`src/rtl/fir_pkg.sv`:
```
// Shared types, default sizes and arithmetic helpers for the multi-channel FIR.
package fir_pkg;

    typedef enum logic [1:0] {
        ST_IDLE,
        ST_MAC,
        ST_SAT,
        ST_DONE
    } fir_state_t;

    localparam int unsigned DEF_DATA_W    = 16;
    localparam int unsigned DEF_COEF_W    = 16;
    localparam int unsigned DEF_COEF_FRAC = 14;
    localparam int unsigned DEF_NUM_TAPS  = 8;
    localparam int unsigned DEF_NUM_CH    = 2;

    // Accumulator wide enough that NUM_TAPS full-scale products never overflow.
    function automatic int unsigned acc_w(input int unsigned data_w,
                                          input int unsigned coef_w,
                                          input int unsigned num_taps);
        return data_w + coef_w + $clog2(num_taps);
    endfunction

    // Half an LSB of the output, added before the arithmetic shift (round-half-up).
    function automatic longint round_const(input int unsigned frac);
        return longint'(1) <<< (frac - 1);
    endfunction

    function automatic longint sat_max(input int unsigned w);
        return (longint'(1) <<< (w - 1)) - 1;
    endfunction

    function automatic longint sat_min(input int unsigned w);
        return -(longint'(1) <<< (w - 1));
    endfunction

endpackage

```
`src/rtl/fir_filter_mc_if.sv`:
```
// Audio frame handshake and coefficient-load bus of the multi-channel FIR.
interface fir_filter_mc_if
    import fir_pkg::*;
#(
    parameter int unsigned DATA_W   = DEF_DATA_W,
    parameter int unsigned COEF_W   = DEF_COEF_W,
    parameter int unsigned NUM_TAPS = DEF_NUM_TAPS,
    parameter int unsigned NUM_CH   = DEF_NUM_CH
);
    localparam int unsigned ADDR_W = $clog2(NUM_TAPS);

    logic [NUM_CH*DATA_W-1:0] AUD_IN;
    logic                     IN_VALID;
    logic                     IN_READY;
    logic [NUM_CH*DATA_W-1:0] AUD_OUT;
    logic                     OUT_VALID;
    logic                     COEF_WE;
    logic [ADDR_W-1:0]        COEF_ADDR;
    logic signed [COEF_W-1:0] COEF_DATA;
    logic                     COEF_COMMIT;
    logic                     COMMIT_PEND;
    logic                     OVERRUN;

    modport slave (
        input  AUD_IN, IN_VALID, COEF_WE, COEF_ADDR, COEF_DATA, COEF_COMMIT,
        output IN_READY, AUD_OUT, OUT_VALID, COMMIT_PEND, OVERRUN
    );

    modport master (
        output AUD_IN, IN_VALID, COEF_WE, COEF_ADDR, COEF_DATA, COEF_COMMIT,
        input  IN_READY, AUD_OUT, OUT_VALID, COMMIT_PEND, OVERRUN
    );

endinterface

```
`src/rtl/fir_mac_sat.sv`:
```
// Signed multiply-accumulate with round-half-up and saturation of the running sum.
module fir_mac_sat
    import fir_pkg::*;
#(
    parameter int unsigned DATA_W    = DEF_DATA_W,
    parameter int unsigned COEF_W    = DEF_COEF_W,
    parameter int unsigned COEF_FRAC = DEF_COEF_FRAC,
    parameter int unsigned NUM_TAPS  = DEF_NUM_TAPS
) (
    input  logic                     i_clk,
    input  logic                     i_rst,
    input  logic                     i_clear,
    input  logic                     i_accum,
    input  logic                     i_final,
    input  logic signed [COEF_W-1:0] i_coef,
    input  logic signed [DATA_W-1:0] i_sample,
    output logic signed [DATA_W-1:0] o_result
);
    localparam int unsigned ACC_W  = acc_w(DATA_W, COEF_W, NUM_TAPS);
    localparam int unsigned PROD_W = DATA_W + COEF_W;

    localparam logic signed [ACC_W-1:0] L_RND = ACC_W'(round_const(COEF_FRAC));
    localparam logic signed [ACC_W-1:0] L_MAX = ACC_W'(sat_max(DATA_W));
    localparam logic signed [ACC_W-1:0] L_MIN = ACC_W'(sat_min(DATA_W));

    logic signed [ACC_W-1:0]  r_acc;
    logic signed [PROD_W-1:0] w_prod;
    logic signed [ACC_W-1:0]  w_prod_ext;
    logic signed [ACC_W-1:0]  w_rnd;
    logic signed [ACC_W-1:0]  w_shift;

    assign w_prod     = PROD_W'(i_coef) * PROD_W'(i_sample);
    assign w_prod_ext = ACC_W'(w_prod);
    assign w_rnd      = r_acc + L_RND;
    assign w_shift    = w_rnd >>> COEF_FRAC;

    // Clamp the rounded sum to the output sample range.
    always_comb begin
        o_result = w_shift[DATA_W-1:0];
        if (w_shift > L_MAX) begin
            o_result = DATA_W'(L_MAX);
        end else if (w_shift < L_MIN) begin
            o_result = DATA_W'(L_MIN);
        end
    end

    // Running sum: cleared at frame start and after each channel is finalised.
    always_ff @(posedge i_clk or posedge i_rst) begin
        if (i_rst) begin
            r_acc <= '0;
        end else if (i_clear || i_final) begin
            r_acc <= '0;
        end else if (i_accum) begin
            r_acc <= r_acc + w_prod_ext;
        end
    end

endmodule

```
`src/rtl/fir_filter_mc.sv`:
```
// Multi-channel FIR low-pass: delay lines, double-buffered coefficients, MAC sequencer.
module fir_filter_mc
    import fir_pkg::*;
#(
    parameter int unsigned DATA_W    = DEF_DATA_W,
    parameter int unsigned COEF_W    = DEF_COEF_W,
    parameter int unsigned COEF_FRAC = DEF_COEF_FRAC,
    parameter int unsigned NUM_TAPS  = DEF_NUM_TAPS,
    parameter int unsigned NUM_CH    = DEF_NUM_CH
) (
    input logic            CLK,
    input logic            RST,
    fir_filter_mc_if.slave bus
);
    localparam int unsigned TAP_W = $clog2(NUM_TAPS);
    localparam int unsigned CH_W  = (NUM_CH > 1) ? $clog2(NUM_CH) : 1;
    localparam logic signed [COEF_W-1:0] L_UNITY = COEF_W'(longint'(1) <<< COEF_FRAC);

    fir_state_t               r_state;
    logic [TAP_W-1:0]         r_tap;
    logic [CH_W-1:0]          r_ch;
    logic signed [DATA_W-1:0] r_dl [NUM_CH][NUM_TAPS];
    logic signed [COEF_W-1:0] r_coef_act [NUM_TAPS];
    logic signed [COEF_W-1:0] r_coef_sh [NUM_TAPS];
    logic signed [COEF_W-1:0] w_coef_sh_next [NUM_TAPS];
    logic signed [DATA_W-1:0] r_out_sh [NUM_CH];
    logic [NUM_CH*DATA_W-1:0] r_aud_out;
    logic                     r_out_valid;
    logic                     r_in_ready;
    logic                     r_commit_pend;
    logic                     r_overrun;

    logic                     w_accept;
    logic                     w_commit_req;
    logic                     w_mac_clear;
    logic                     w_mac_accum;
    logic                     w_mac_final;
    logic signed [COEF_W-1:0] w_coef;
    logic signed [DATA_W-1:0] w_sample;
    logic signed [DATA_W-1:0] w_result;

    assign w_accept     = (r_state == ST_IDLE) && bus.IN_VALID;
    assign w_commit_req = r_commit_pend || bus.COEF_COMMIT;
    assign w_mac_clear  = w_accept;
    assign w_mac_accum  = (r_state == ST_MAC);
    assign w_mac_final  = (r_state == ST_SAT);
    assign w_coef       = r_coef_act[r_tap];
    assign w_sample     = r_dl[r_ch][r_tap];

    assign bus.IN_READY    = r_in_ready;
    assign bus.AUD_OUT     = r_aud_out;
    assign bus.OUT_VALID   = r_out_valid;
    assign bus.COMMIT_PEND = r_commit_pend;
    assign bus.OVERRUN     = r_overrun;

    // Shadow bank with this cycle's write merged in, so a same-cycle commit copies it.
    always_comb begin
        w_coef_sh_next = r_coef_sh;
        if (bus.COEF_WE && (int'(bus.COEF_ADDR) < int'(NUM_TAPS))) begin
            w_coef_sh_next[bus.COEF_ADDR] = bus.COEF_DATA;
        end
    end

    fir_mac_sat #(
        .DATA_W    (DATA_W),
        .COEF_W    (COEF_W),
        .COEF_FRAC (COEF_FRAC),
        .NUM_TAPS  (NUM_TAPS)
    ) u_mac (
        .i_clk    (CLK),
        .i_rst    (RST),
        .i_clear  (w_mac_clear),
        .i_accum  (w_mac_accum),
        .i_final  (w_mac_final),
        .i_coef   (w_coef),
        .i_sample (w_sample),
        .o_result (w_result)
    );

    // Frame sequencer with delay lines, coefficient banks and registered status outputs.
    always_ff @(posedge CLK or posedge RST) begin
        if (RST) begin
            r_state       <= ST_IDLE;
            r_tap         <= '0;
            r_ch          <= '0;
            r_aud_out     <= '0;
            r_out_valid   <= 1'b0;
            r_in_ready    <= 1'b1;
            r_commit_pend <= 1'b0;
            r_overrun     <= 1'b0;
            for (int unsigned c = 0; c < NUM_CH; c++) begin
                r_out_sh[c] <= '0;
                for (int unsigned t = 0; t < NUM_TAPS; t++) begin
                    r_dl[c][t] <= '0;
                end
            end
            for (int unsigned t = 0; t < NUM_TAPS; t++) begin
                r_coef_act[t] <= (t == 0) ? L_UNITY : '0;
                r_coef_sh[t]  <= (t == 0) ? L_UNITY : '0;
            end
        end else begin
            r_out_valid <= 1'b0;
            r_coef_sh   <= w_coef_sh_next;

            if (bus.COEF_COMMIT) begin
                r_commit_pend <= 1'b1;
            end
            if (bus.IN_VALID && (r_state != ST_IDLE)) begin
                r_overrun <= 1'b1;
            end

            case (r_state)
                ST_IDLE: begin
                    // Copy happens before any frame starts, so an accepted frame sees it.
                    if (w_commit_req) begin
                        r_coef_act    <= w_coef_sh_next;
                        r_commit_pend <= 1'b0;
                    end
                    if (bus.IN_VALID) begin
                        for (int unsigned c = 0; c < NUM_CH; c++) begin
                            r_dl[c][0] <= bus.AUD_IN[c*DATA_W +: DATA_W];
                            for (int unsigned t = 1; t < NUM_TAPS; t++) begin
                                r_dl[c][t] <= r_dl[c][t-1];
                            end
                        end
                        r_ch       <= '0;
                        r_tap      <= '0;
                        r_in_ready <= 1'b0;
                        r_state    <= ST_MAC;
                    end
                end
                ST_MAC: begin
                    if (r_tap == TAP_W'(NUM_TAPS - 1)) begin
                        r_state <= ST_SAT;
                    end else begin
                        r_tap <= r_tap + 1'b1;
                    end
                end
                ST_SAT: begin
                    r_out_sh[r_ch] <= w_result;
                    if (r_ch == CH_W'(NUM_CH - 1)) begin
                        r_state <= ST_DONE;
                    end else begin
                        r_ch    <= r_ch + 1'b1;
                        r_tap   <= '0;
                        r_state <= ST_MAC;
                    end
                end
                ST_DONE: begin
                    for (int unsigned c = 0; c < NUM_CH; c++) begin
                        r_aud_out[c*DATA_W +: DATA_W] <= r_out_sh[c];
                    end
                    r_out_valid <= 1'b1;
                    r_in_ready  <= 1'b1;
                    r_state     <= ST_IDLE;
                end
                default: begin
                    r_state <= ST_IDLE;
                end
            endcase
        end
    end

endmodule
```
`src/flat_wrapper.sv`:
```
// flat-port wrapper written by rule: the top's interface ports become plain ports
module fir_filter_mc_flat import fir_pkg::*;
#(
    parameter int unsigned DATA_W    = DEF_DATA_W,
    parameter int unsigned COEF_W    = DEF_COEF_W,
    parameter int unsigned COEF_FRAC = DEF_COEF_FRAC,
    parameter int unsigned NUM_TAPS  = DEF_NUM_TAPS,
    parameter int unsigned NUM_CH    = DEF_NUM_CH
)
  (CLK, RST, bus_AUD_IN, bus_IN_VALID, bus_COEF_WE, bus_COEF_ADDR, bus_COEF_DATA, bus_COEF_COMMIT, bus_IN_READY, bus_AUD_OUT, bus_OUT_VALID, bus_COMMIT_PEND, bus_OVERRUN);
  fir_filter_mc_if #(.DATA_W(DATA_W), .COEF_W(COEF_W), .NUM_TAPS(NUM_TAPS), .NUM_CH(NUM_CH)) bus_i ();
  input logic CLK;
  input logic RST;
  input wire logic [$bits(bus_i.AUD_IN)-1:0] bus_AUD_IN;
  input wire logic [$bits(bus_i.IN_VALID)-1:0] bus_IN_VALID;
  input wire logic [$bits(bus_i.COEF_WE)-1:0] bus_COEF_WE;
  input wire logic [$bits(bus_i.COEF_ADDR)-1:0] bus_COEF_ADDR;
  input wire logic [$bits(bus_i.COEF_DATA)-1:0] bus_COEF_DATA;
  input wire logic [$bits(bus_i.COEF_COMMIT)-1:0] bus_COEF_COMMIT;
  output wire logic [$bits(bus_i.IN_READY)-1:0] bus_IN_READY;
  output wire logic [$bits(bus_i.AUD_OUT)-1:0] bus_AUD_OUT;
  output wire logic [$bits(bus_i.OUT_VALID)-1:0] bus_OUT_VALID;
  output wire logic [$bits(bus_i.COMMIT_PEND)-1:0] bus_COMMIT_PEND;
  output wire logic [$bits(bus_i.OVERRUN)-1:0] bus_OVERRUN;
  assign bus_i.AUD_IN = bus_AUD_IN;
  assign bus_i.IN_VALID = bus_IN_VALID;
  assign bus_i.COEF_WE = bus_COEF_WE;
  assign bus_i.COEF_ADDR = bus_COEF_ADDR;
  assign bus_i.COEF_DATA = bus_COEF_DATA;
  assign bus_i.COEF_COMMIT = bus_COEF_COMMIT;
  assign bus_IN_READY = bus_i.IN_READY;
  assign bus_AUD_OUT = bus_i.AUD_OUT;
  assign bus_OUT_VALID = bus_i.OUT_VALID;
  assign bus_COMMIT_PEND = bus_i.COMMIT_PEND;
  assign bus_OVERRUN = bus_i.OVERRUN;
  fir_filter_mc #(.DATA_W(DATA_W), .COEF_W(COEF_W), .COEF_FRAC(COEF_FRAC), .NUM_TAPS(NUM_TAPS), .NUM_CH(NUM_CH)) u_core (.CLK(CLK), .RST(RST), .bus(bus_i));
endmodule
```
`config.mk`:
```
export PLATFORM = sky130hd
export DESIGN_NAME = fir_filter_mc_flat
export DESIGN_NICKNAME = d
export VERILOG_FILES = /design/src/rtl/fir_pkg.sv /design/src/rtl/fir_filter_mc_if.sv /design/src/rtl/fir_mac_sat.sv /design/src/rtl/fir_filter_mc.sv /design/src/flat_wrapper.sv
export SDC_FILE = /design/constraint.sdc
export NUM_CORES = 2
export LEC_CHECK = 0
export ABC_AREA = 0
export CORE_MARGIN = 10
export CORE_UTILIZATION = 68
export DETAILED_ROUTE_END_ITERATION = 8
export PLACE_DENSITY = 0.86
export SETUP_SLACK_MARGIN = 0.15
export SLEW_MARGIN = 15
export SYNTH_ARGS = -nofsm -noshare
export SYNTH_HDL_FRONTEND = slang
export SYNTH_HIERARCHICAL = 1
export SYNTH_SLANG_ARGS = --single-unit
```
`constraint.sdc`:
```
create_clock -name CLK -period 60 [get_ports CLK]
set_clock_uncertainty 0.2 [all_clocks]
set_input_delay 9 -clock CLK [delete_from_list [all_inputs] [get_ports CLK]]
set_output_delay 9 -clock CLK [all_outputs]
set_load 0.02 [all_outputs]
```
-- Yosys cells after proc, flatten, opt, wreduce, memory -nomap -nowiden
Cells that the tools add are included.
- input port bits: 56
- logic and storage cells: 120
- output and inout bits: 36
- register bits after elaboration: 621
- $lt $le $gt $ge: 7
- add/sub/neg operators: 4
- multiplexer cells: 36
- $mul: 1
- equality and inequality tests: 8
- reduce and logical (&&, ||, !) cells: 18
- bitwise operators: 3
- operators with widths (operator ; number):
    $mux W128 ; 4
    $bwmux W128 ; 1
    $mux W16 ; 8
    $bmux W16 S3 ; 2
    $mux W35 ; 2
    $demux W16 S3 ; 1
    $add A35 B15 Y35 const B ; 1
    $add A35 B32 Y35 ; 1
    $bwmux W32 ; 1
    $mul A16 B16 Y32 ; 1
    $gt A21 B16 Y1 const B ; 1
    $lt A21 B16 Y1 const B ; 1
    $demux W16 S1 ; 1
    $reduce_and A2 Y1 ; 5
    $mux W3 ; 3
    $pmux W3 S3 ; 1
    $ge A4 B4 Y1 const B ; 2
    $not A3 Y4 ; 2
    $pmux W2 S4 ; 1
    $reduce_bool A2 Y1 ; 4
    $mux W1 ; 6
    $mux W2 ; 3
    $ne A2 B2 Y1 const B ; 3
    $eq A2 B2 Y1 const B ; 2
    other kinds (15) ; 20

-- Logic depth before layout (Yosys ltp)
- depth after elaboration: 11
- mapped depth: 31

-- Cells and area by module
The synthesis kept the hierarchy.
- modules (own cells, without submodules) (module ; sequential area each (um2) ; cells each ; instances ; area each (um2)):
    fir_filter_mc ; 14667.8 ; 2029 ; 1 ; 25189.2
    fir_mac_sat ; 875.8 ; 1408 ; 1 ; 13157.6

-- Worst setup path before layout
Ideal clock, no wire load.
- path kind: input-to-reg
- start point: input bus_COEF_ADDR[1]
- end point: register u_core/r_coef_act[118] in the netlist's numbering
- buffers on the path: 2
- arrival: 10.364 ns
- cell stages on the path: 5
- data required time: 59.675 ns
- path slack: 49.311 ns
- library setup time: 0.125 ns
- cells stage by stage: buf_6 > nor4b_4 > buf_6 > mux2_2 > mux2_2
- RTL lines (what ; line ; RTL):
    start, declared ; flat_wrapper.sv:17 ; input wire logic [$bits(bus_i.COEF_ADDR)-1:0] bus_COEF_ADDR;
    end signal, assigned by index ; fir_filter_mc.sv:98 ; r_coef_act[t] <= (t == 0) ? L_UNITY : '0;
    end signal, assigned ; fir_filter_mc.sv:116 ; r_coef_act <= w_coef_sh_next;
    end, declared ; fir_filter_mc.sv:23 ; logic signed [COEF_W-1:0] r_coef_act [NUM_TAPS];

==> flow_summary.toml <==
[clock_tree]
cts-resized-gates = 0
cts_made_buffers = 60
post_cts_buffers = 0
cts_buffer_depth = 3
holdBufCountCts = 0
clockRootBuffer = "clkbuf_16"
htreeDepth = 2
cts.sinks = 621
cts_tree = "yes"
clock_latency_ps = 660
clkTransAtPathRegs_ps = 60

[placed_design]
placedInstanceArea_sq_um = 39600
hpwl_um = 58200
port_buffers = 91
globalplace.congestion = 0.876

[detailed_routing]
post_drt_wl_per_cell_um = 21.0
drt_iter0_markers = 2374
drt-vias-per-instance = 6.04
firstDrtPassIters = 6
drc_errors = 0
via_count = 25700
ant_nets = 0
finalWirelength_um = 89300

[global_routing]
globalRouteOverflowTotal = 0
grt_util_all_layers_pct = 27.6
grt_max_degree = 188
grt_pass1_wl_um = 148000
antenna_found_initial = 3
grt_pass1_vias = 28700

[yosys]
synth_top_area_cell = "dfrtp_1"
syn-cell-area_sq_um = 38300
synth.area.top_cells = "dfrtp_1 (40%), fa_1 (16%), nand2_1 (9.2%)"
synth_top_flop_cell = "dfrtp_1"
ys_ff_latch = 621
netlist_instances = 3437
synth_area_per_cell_sq_um = 11.2
synth_top_area_share_pct = 40.3
yosys_warnings = 6
ys_async_sr_fraction_pct = 100
syn-num-nets = 3910
ys_seq_area_share_pct = 40.5
synth_cell_type_count = 73
synth-edff-count = 0

[floorplan]
core_sq_um = 55400
initial_utilization_pct = 69.2
die-area_sq_um = 66300
die_y_um = 257
die_w_um = 257
boundaryPins = 92
row_count = 86

[final_layout]
syn_to_final_growth_pct = 8.73
design_area_sq_um = 41700
nets = 3923
drive_above_1_share_pct = 17.3
utilization_pct = 75.2

[outcome]
status = "finished clean"

[setup_path]
startpoint_type = "primary input"
crit_top_cell = "buf_4"
max_stage_delay_ps = 950
path_cells = "clkdlybuf4s50_1, inv_8, buf_4, buf_4, buf_12, buf_4"
crit_path_end_kind = "async pin"
crit_family = "buffers and inverters"
cp.required_ps = 60410
cp.arrival_ps = 13510
path_class = "primary input to async pin"
worst-path-buf-inv = 6
cp_max_fo = 187
slowest_stage = "buf_4"

[timing]
setup_tns_ps = 0
hold_viol_final = 0
rsz0062_at_grt = "false"
maxSlewHeadroom_pct = 19.8
fin_crit_sh_pct = 21.8
fmax_mhz = 76.3
setup_viol = 0
slew_viol_final = 0
worst_pin_slew_ps = 1200
fin_crit_ps = 13100

[job]
cap_viol_max_count = 0

[hold_path]
hold_class = "register to register"
## synthesized netlist by cell type (4+ instances only)
library cell,n
a211oi_1,12
a21o_1,17
a21oi_1,43
a21oi_2,4
a221oi_1,4
a22o_1,10
a22oi_1,4
and2_1,126
and3_1,12
buf_1,10
buf_2,62
buf_4,10
buf_6,17
clkbuf_1,69
dfrtp_1,618
fa_1,310
ha_1,107
inv_1,363
mux2_1,5
mux2_2,291
mux2_4,40
mux2i_1,26
mux4_2,90
nand2_1,936
nand3_1,19
nand4_1,5
nor2_1,33
nor2b_1,14
nor3_1,8
nor3b_1,5
o21ai_0,29
o21ai_1,14
o21ai_2,12
o21bai_1,6
o31ai_1,4
xnor2_1,25
xor2_1,26
## per-stage QoR
stage,cells,hold slack [ps],setup WS (ps)
2_1_floorplan,3437,240,34410
3_3_place_gp,4136,251,46270
3_5_place_dp,4136,255,46080
4_1_cts,4249,274,46740
5_1_grt,4250,292,46260
6_report,4250,273,46900
## layout by cell type (no fill, tap or decap), types with 60 or more instances in the layout
master,synthesis,routed
nand2_1,936,935
ha_1,107,107
fa_1,310,310
dfrtp_1,618,614
clkbuf_16,0,60
mux2_2,291,291
mux4_2,90,90
and2_1,126,126
clkdlybuf4s50_1,0,91
inv_1,363,362
## worst paths after layout
kind	cells after the start	end	startpoint	slack, ps
max	6	u_core/r_coef_act[17]$_DFFE_PP0P_	RST	46900
min	2	u_core/r_dl[7]$_DFFE_PP0P_	u_core/r_dl[7]$_DFFE_PP0P_	270
max reg2reg	25	u_core/u_mac/r_acc[31]$_DFFE_PP0P_	u_core/r_tap[0]$_DFFE_PP0P_	50300
min reg2reg	2	u_core/r_dl[7]$_DFFE_PP0P_	u_core/r_dl[7]$_DFFE_PP0P_	270
max in group CLK	8	u_core/u_mac/r_acc[33]$_DFFE_PP0P_	bus_IN_VALID	48350
min in group asynchronous	2	u_core/bus.AUD_OUT[17]$_DFFE_PP0P_	RST	8670
## cells by family after synthesis
group	Yosys count	share of synthesized area, %
adders and majority gates	417	19.7
and+or+nand+nor	1183	13.3
buffers and inverters	535	5.95
xor gates and xnor gates	51	1.16
muxes	452	16.2
AOI/OAI and AO/OA	178	3.18
DFF	621	40.5
## tightest hold or removal path, delay by kind of cell, from the launching register on
family	cells	cell delay (ps)
DFF	1	340
and+or+nand+nor	2	100
## per-layer routing
| layer | track usage (%) | share of wire [%] |
|---|---|---|
| met1 | 33.5 | 37 |
| met2 | 47.3 | 51 |
| met3 | 4.65 | 6.7 |
| met4 | 13.5 | 4.6 |
| met5 | 0 | 0 |
## cell type report
cell class / count / area [sq um]
clock buffers: 91 / 1790
well taps: 748 / 936
inverters: 365 / 1390
fillers: 3285 / 13700
multi-input cells: 2281 / 20600
diodes: 1 / 2.50
flip-flops and latches: 621 / 15600
repair buffers: 121 / 1150
clock inverters: 22 / 300
## flip-flops by register name (all words and copies together) (netlist names)
register / count
u_core/r_dl: 256
u_core/r_coef_act: 128
u_core/r_coef_sh: 128
u_core/u_mac/r_acc: 35
u_core/bus.AUD_OUT: 32
u_core/r_out_sh: 32
u_core/r_tap: 3
u_core/r_state: 2
u_core/bus.COMMIT_PEND: 1
u_core/bus.IN_READY: 1
u_core/bus.OUT_VALID: 1
u_core/bus.OVERRUN: 1
u_core/r_ch: 1
Power is left out: the tool's default activity adds up to more than one toggle a clock period on the data nets, which glitch-free logic cannot reach.
